### src/rtl/seven_segment_pkg.sv
// Seven-segment pattern table shared by the display encoder and the readback decoder.
// Patterns are active-low, bit order gfedcba.
package seven_segment_pkg;

  localparam logic [6:0] SEG_0     = 7'h40;
  localparam logic [6:0] SEG_1     = 7'h79;
  localparam logic [6:0] SEG_2     = 7'h24;
  localparam logic [6:0] SEG_3     = 7'h30;
  localparam logic [6:0] SEG_4     = 7'h19;
  localparam logic [6:0] SEG_5     = 7'h12;
  localparam logic [6:0] SEG_6     = 7'h02;
  localparam logic [6:0] SEG_7     = 7'h78;
  localparam logic [6:0] SEG_8     = 7'h00;
  localparam logic [6:0] SEG_9     = 7'h10;
  localparam logic [6:0] SEG_BLANK = 7'h7F;

  localparam logic [3:0] CODE_BLANK = 4'hF;

  typedef struct packed {
    logic       valid;
    logic [3:0] code;
  } seg_decode_t;

  // How stage 2 classifies the registered sample.
  typedef enum logic [2:0] {
    SK_IDLE,
    SK_BLANKING,
    SK_MULTI,
    SK_BAD,
    SK_GOOD
  } sample_kind_e;

  function automatic seg_decode_t decode_seg(input logic [6:0] seg);
    seg_decode_t r;
    r.valid = 1'b1;
    r.code  = 4'h0;
    case (seg)
      SEG_0:     r.code = 4'd0;
      SEG_1:     r.code = 4'd1;
      SEG_2:     r.code = 4'd2;
      SEG_3:     r.code = 4'd3;
      SEG_4:     r.code = 4'd4;
      SEG_5:     r.code = 4'd5;
      SEG_6:     r.code = 4'd6;
      SEG_7:     r.code = 4'd7;
      SEG_8:     r.code = 4'd8;
      SEG_9:     r.code = 4'd9;
      SEG_BLANK: r.code = CODE_BLANK;
      default:   r.valid = 1'b0;
    endcase
    return r;
  endfunction

  // Inverse mapping for the display side; codes 10..14 show blank.
  function automatic logic [6:0] encode_code(input logic [3:0] code);
    logic [6:0] s;
    case (code)
      4'd0:    s = SEG_0;
      4'd1:    s = SEG_1;
      4'd2:    s = SEG_2;
      4'd3:    s = SEG_3;
      4'd4:    s = SEG_4;
      4'd5:    s = SEG_5;
      4'd6:    s = SEG_6;
      4'd7:    s = SEG_7;
      4'd8:    s = SEG_8;
      4'd9:    s = SEG_9;
      default: s = SEG_BLANK;
    endcase
    return s;
  endfunction

endpackage

### src/rtl/seven_segment_pattern_decode.sv
// Combinational seven-segment pattern to {valid, code} decoder.
module seven_segment_pattern_decode
  import seven_segment_pkg::*;
(
  input  logic [6:0] i_seg,
  output logic       o_valid,
  output logic [3:0] o_code
);

  seg_decode_t w_dec;

  always_comb begin
    w_dec   = decode_seg(i_seg);
    o_valid = w_dec.valid;
    o_code  = w_dec.code;
  end

endmodule

### src/rtl/seven_segment_reader.sv
// Reads back the multiplexed seven-segment bus, debounces each digit over several
// scans and invalidates digits that stop being refreshed.
module seven_segment_reader
  import seven_segment_pkg::*;
#(
  parameter int NUM_DIGITS      = 4,
  parameter int STABLE_COUNT    = 3,
  parameter int TIMEOUT_SAMPLES = 64
) (
  input  logic                      clk,
  input  logic                      reset,
  input  logic [6:0]                seg_in,
  input  logic [NUM_DIGITS-1:0]     an_in,
  input  logic                      sample_en,
  output logic [4*NUM_DIGITS-1:0]   digits_out,
  output logic [NUM_DIGITS-1:0]     digit_valid,
  output logic                      value_valid,
  output logic                      value_update,
  output logic                      err
);

  localparam logic [3:0] CNT_MAX = 4'(STABLE_COUNT);
  localparam logic [7:0] AGE_MAX = 8'(TIMEOUT_SAMPLES);

  // sample_en is a strobe with no back-pressure: every cycle it is high, one
  // sample enters stage 1 and is processed by stage 2 on the following edge.
  logic                  r_s1_valid;
  logic [6:0]            r_s1_seg;
  logic [NUM_DIGITS-1:0] r_s1_an;

  always_ff @(posedge clk) begin
    if (reset) begin
      r_s1_valid <= 1'b0;
      r_s1_seg   <= '0;
      r_s1_an    <= '0;
    end else begin
      r_s1_valid <= sample_en;
      if (sample_en) begin
        r_s1_seg <= seg_in;
        r_s1_an  <= an_in;
      end
    end
  end

  logic                  w_dec_valid;
  logic [3:0]            w_dec_code;
  logic [NUM_DIGITS-1:0] w_an_low;
  logic                  w_one_hot;
  sample_kind_e          w_kind;

  seven_segment_pattern_decode u_decode (
    .i_seg   (r_s1_seg),
    .o_valid (w_dec_valid),
    .o_code  (w_dec_code)
  );

  always_comb begin
    w_an_low  = ~r_s1_an;
    w_one_hot = (w_an_low != '0) &&
                ((w_an_low & (w_an_low - NUM_DIGITS'(1))) == '0);
    w_kind    = SK_IDLE;
    if (r_s1_valid) begin
      if (w_an_low == '0)   w_kind = SK_BLANKING;
      else if (!w_one_hot)  w_kind = SK_MULTI;
      else if (!w_dec_valid) w_kind = SK_BAD;
      else                  w_kind = SK_GOOD;
    end
  end

  logic [NUM_DIGITS-1:0] w_commit;

  for (genvar i = 0; i < NUM_DIGITS; i++) begin : g_digit
    logic [3:0] r_cand;
    logic [3:0] r_cnt;
    logic [7:0] r_age;
    logic [3:0] r_code;
    logic       r_valid;

    logic [3:0] w_cand_nxt;
    logic [3:0] w_cnt_nxt;
    logic [7:0] w_age_nxt;
    logic       w_hit;
    logic       w_tick;
    logic       w_timeout;
    logic       w_commit_d;

    always_comb begin
      w_hit      = (w_kind == SK_GOOD) && w_an_low[i];
      // Blanking and bad-pattern samples age every digit; multi-anode ones are dropped.
      w_tick     = (w_kind == SK_BLANKING || w_kind == SK_BAD || w_kind == SK_GOOD) && !w_hit;
      w_cand_nxt = r_cand;
      w_cnt_nxt  = r_cnt;
      w_age_nxt  = r_age;
      w_timeout  = 1'b0;
      w_commit_d = 1'b0;

      if (w_hit) begin
        w_age_nxt = 8'd0;
        if (w_dec_code == r_cand) begin
          w_cnt_nxt = (r_cnt >= CNT_MAX) ? CNT_MAX : r_cnt + 4'd1;
        end else begin
          w_cand_nxt = w_dec_code;
          w_cnt_nxt  = 4'd1;
        end
        w_commit_d = (w_cnt_nxt >= CNT_MAX) && (!r_valid || r_code != w_dec_code);
      end else if (w_tick) begin
        if (w_kind == SK_BAD && w_an_low[i]) w_cnt_nxt = 4'd0;
        if (r_age < AGE_MAX) w_age_nxt = r_age + 8'd1;
        w_timeout = (w_age_nxt >= AGE_MAX);
        if (w_timeout) w_cnt_nxt = 4'd0;
      end
    end

    always_ff @(posedge clk) begin
      if (reset) begin
        r_cand  <= 4'd0;
        r_cnt   <= 4'd0;
        r_age   <= 8'd0;
        r_code  <= 4'd0;
        r_valid <= 1'b0;
      end else begin
        r_cand <= w_cand_nxt;
        r_cnt  <= w_cnt_nxt;
        r_age  <= w_age_nxt;
        if (w_commit_d) begin
          r_code  <= w_dec_code;
          r_valid <= 1'b1;
        end else if (w_timeout) begin
          r_valid <= 1'b0;
        end
      end
    end

    assign w_commit[i]         = w_commit_d;
    assign digits_out[4*i +: 4] = r_code;
    assign digit_valid[i]      = r_valid;
  end

  logic r_err;
  logic r_update;

  always_ff @(posedge clk) begin
    if (reset) begin
      r_err    <= 1'b0;
      r_update <= 1'b0;
    end else begin
      r_err    <= (w_kind == SK_MULTI) || (w_kind == SK_BAD);
      r_update <= |w_commit;
    end
  end

  assign err          = r_err;
  assign value_update = r_update;
  assign value_valid  = &digit_valid;

endmodule

### config.mk
export PLATFORM = sky130hd
export DESIGN_NAME = seven_segment_reader
export DESIGN_NICKNAME = d
export VERILOG_FILES = /design/src/rtl/seven_segment_pkg.sv /design/src/rtl/seven_segment_pattern_decode.sv /design/src/rtl/seven_segment_reader.sv
export SDC_FILE = /design/constraint.sdc
export NUM_CORES = 1
export LEC_CHECK = 0
export CAP_MARGIN = 20
export CORE_UTILIZATION = 48
export CTS_BUF_LIST = sky130_fd_sc_hd__clkbuf_8
export CTS_CLUSTER_SIZE = 8
export DETAILED_ROUTE_END_ITERATION = 7
export PLACE_DENSITY = 0.76
export SLEW_MARGIN = 20
export SYNTH_ARGS = -nofsm -noshare
export SYNTH_HDL_FRONTEND = slang
export SYNTH_HIERARCHICAL = 1
export SYNTH_SLANG_ARGS = --single-unit
### constraint.sdc
create_clock -name clk -period 4.15 [get_ports clk]
set_clock_uncertainty 0.15 [all_clocks]
set_input_delay 1.0375 -clock clk [delete_from_list [all_inputs] [get_ports clk]]
set_output_delay 1.0375 -clock clk [all_outputs]
set_load 0.01 [all_outputs]
==> results.yml <==
status:
  outcome: "completed"
flow_run:
  drv.max_cap_violation_count: 0
yosys:
  netlist_instances: 556
  synth_largest_area_cell: "dfxtp_1"
  async_flop_share_pct: 0
  synth_enable_flop_cells: 0
  synth_top_area_share_pct: 39.24
  synth_cell_types: 70
  postSynth.topFlopCell: "dfxtp_1"
  synthesis.yosys.warnings: 6
  synth.net_count: 578
  syn_area_mm2: 0.005000
  ys_seq_area_share_pct: 39.24
  mean_area_per_synthesized_cell_um2: 8.992
  synth_area_leaders: "dfxtp_1 (39%), mux2i_1 (7.2%), nor2_1 (5.8%), xnor2_1 (5.1%), xor2_1 (4.0%)"
  synth_register_bits: 98
global_route:
  first_global_vias: 3729
  groute.usage.overall_pct: 20.13
  number_of_antenna_violations_at_the_first_check_in_global_routing: 0
  grt_start_max_net_pins: 38
  grt.overflow.total: 0
  grt-busiest-layer: "met2"
  grt.met3_usage_pct: 4.323
  globalRouteMet2Util_pct: 33.81
  grt_first_pass_wirelength_mm: 17.52
  grtUsageMet1_pct: 24.97
final_layout:
  multi_input_area_mm2: 0.002763
  layout_common_cells: "dfxtp_1 (98), nor2_1 (77), nand2_1 (37)"
  drive_gt1_share_pct: 9.408
  layout.cells.most_common: "dfxtp_1"
  finalNetCount: 591
  final.fill_count: 855
  flow.area_growth_from_synthesis_pct: 10.81
  seq_area_mm2: 0.001962
  antenna_cells: 0
timing:
  worst_slack_ps: 643.7
  period_share_pct: 84.49
  timing_hold_violations_final: 0
  post-route-min-period_ps: 3506
  grt_setup_unrepaired: "false"
  maxClockFrequency_ghz: 0.2852
  report.final.setup_viol: 0
  slew-limit-headroom_pct: 46.97
  worst_pin_slew_ps: 795.5
  final-max-slew-violation-count: 0
  final.setup.tns_ps: 0
detailed_routing:
  pre_repair_dr_iteration_count: 5
  vias_per_cell: 5.579
  antenna_violation_net_count_after_detailed_routing: 0
  remaining_drc_errors: 0
  dr.first_iter.drc_count: 225
  routed-via-count: 3944
  avgRoutedWirePerCell_um: 15.01
  finalWirelength_mm: 10.62
die:
  die_w_um: 104.1
  num_io_pins: 37
  die_height_um: 104.1
  row_count: 36
  floorplan.initialDensity_pct: 50.23
  dieArea_mm2: 0.01083
  coreArea_mm2: 0.009955
place:
  pre_cts_slack_ps: 698.7
  detailed_place_hpwl_mm: 7.362
  portBuffers: 36
  gp_congestion: 0.8735
power:
  combinationalPowerShare_pct: 8.5
  sw_frac_of_total_pct: 24.86
  cellPowerDensity_mw_per_mm2: 309.7
  power_switching_mw: 0.4266
  ir_drop_mv: 0.1811
  power.internal_mw: 1.289
  clockPowerShare_pct: 35.1
  leakage_power_nw: 2.162
  part_of_the_power_in_registers_pct: 56.5
clock_tree:
  cts_tree: "built"
  cts.repair.resized: 0
  clock_tree.root_cell: "clkbuf_8"
  clock_insertion_delay_worst_skew_ps: 370
  clock_buffers_created_by_tritoncts: 9
  clk_pin_slew_worst_paths_ps: 90
  cts-root-to-sink-buffers: 2
  cts-htree-levels: 3
  post_cts_hold_buffer_count: 0
  numClockSinks: 98
  cts_setup_buffers: 0
worst_setup_path:
  critPathLaunchType: "flip-flop"
  cp_data_required_time_ps: 4260
  cpMaxStageDelayCell: "o311ai_2"
  regToRegStartpoint: "r_s1_seg[5]"
  path_cells: "and4_4 > nand2_1 > o311ai_2 > nand4_1 > nor2_1 > or2_2 > a21oi_1 > a22o_1"
  worst_path_largest_cell_delay_ps: 650
  crit_start: "r_s1_seg[5]"
  worstPathMaxFanout: 13
  worstPathArrival_ps: 3620
  worstSetupPathType: "reg2reg"
  setup.worst_path.end_class: "flip-flop"
min_path:
  hp-class: "reg2reg"
  hold_path_startpoint: "g_digit[3].r_cnt[3]"
==> power groups by stage <==
stage          Sequential [mW]  Clock (mW)  Combinational, mW
2_1_floorplan            0.976           0              0.123
3_3_place_gp             0.989           0              0.141
3_5_place_dp             0.990           0              0.144
4_1_cts                  0.968       0.619              0.145
5_1_grt                  0.971       0.653              0.158
6_report                 0.969       0.602              0.145
==> per-layer routing <==
metal / wire length [um] / up-vias
li1: - / 1944
met1: 4794 / 1867
met2: 5027 / 112
met3: 558 / 21
met4: 234 / 0
met5: 0 / -
==> logic make-up (layout without fill, tap and decap cells) <==
| group | after synthesis | in the layout | share of synthesized area, % |
|---|---|---|---|
| buf+inv | 54 | 72 | 5.730 |
| simple gates | 202 | 202 | 20.20 |
| flops | 98 | 98 | 39.24 |
| compound gates | 106 | 106 | 16.52 |
| mux | 36 | 36 | 7.207 |
| xor+xnor | 52 | 52 | 9.109 |
| fa+ha+maj | 8 | 8 | 2.002 |
==> per-stage QoR <==
step	utilization, %	std cells	hold WS, ps	total power [mW]	cell area [um^2]
global placement	53.64	691	261.5	1.130	5340
global route	55.66	707	308.8	1.782	5540
detailed placement	53.64	691	265.1	1.134	5340
floorplan	-	556	253.9	1.099	5000
finish	55.66	707	277.7	1.716	5540
CTS	55.66	707	278.6	1.732	5540
==> worst paths after layout <==
kind / end / slack, ps / cells past startpoint
max: g_digit[2].r_cnt[0] / 640 / 8
min: g_digit[3].r_cnt[3] / 280 / 2
max reg2reg: g_digit[2].r_cnt[0] / 640 / 8
min reg2reg: g_digit[3].r_cnt[3] / 280 / 2
==> worst max-delay path: cells and delay by family (launching register included) <==
family	cells	cell delay, ps
AOI/OAI and AO/OA	3	1010
and+or+nand+nor	5	1690
DFF	1	550
==> area by class of cell <==
type	instances	area share, %
tap	133	3.004
multi-input combinational	404	49.86
sequential	98	35.41
timing repair buffer	41	7.091
inverter	15	1.016
clock inverter	3	0.3839
clock buffer	13	3.229
==> Yosys cell counts (12+ instances only) <==
cell / instances
o21ai_0: 25
mux2i_1: 36
nand3_1: 12
inv_1: 15
buf_2: 13
a21oi_1: 29
xnor2_1: 29
nor3_1: 12
nor2_1: 77
nand2_1: 37
xor2_1: 23
dfxtp_1: 98
==> flip-flops by register name, indices dropped and copies added, names as in the netlist, named ones only <==
signal and count:
g_digit.r_age 24, err 1, g_digit.r_valid 4, g_digit.r_cnt 16
r_s1_seg 7, r_s1_an 4, value_update 1, r_s1_valid 1
g_digit.r_code 16, g_digit.r_cand 16
Power figures use the tool's default switching activity.
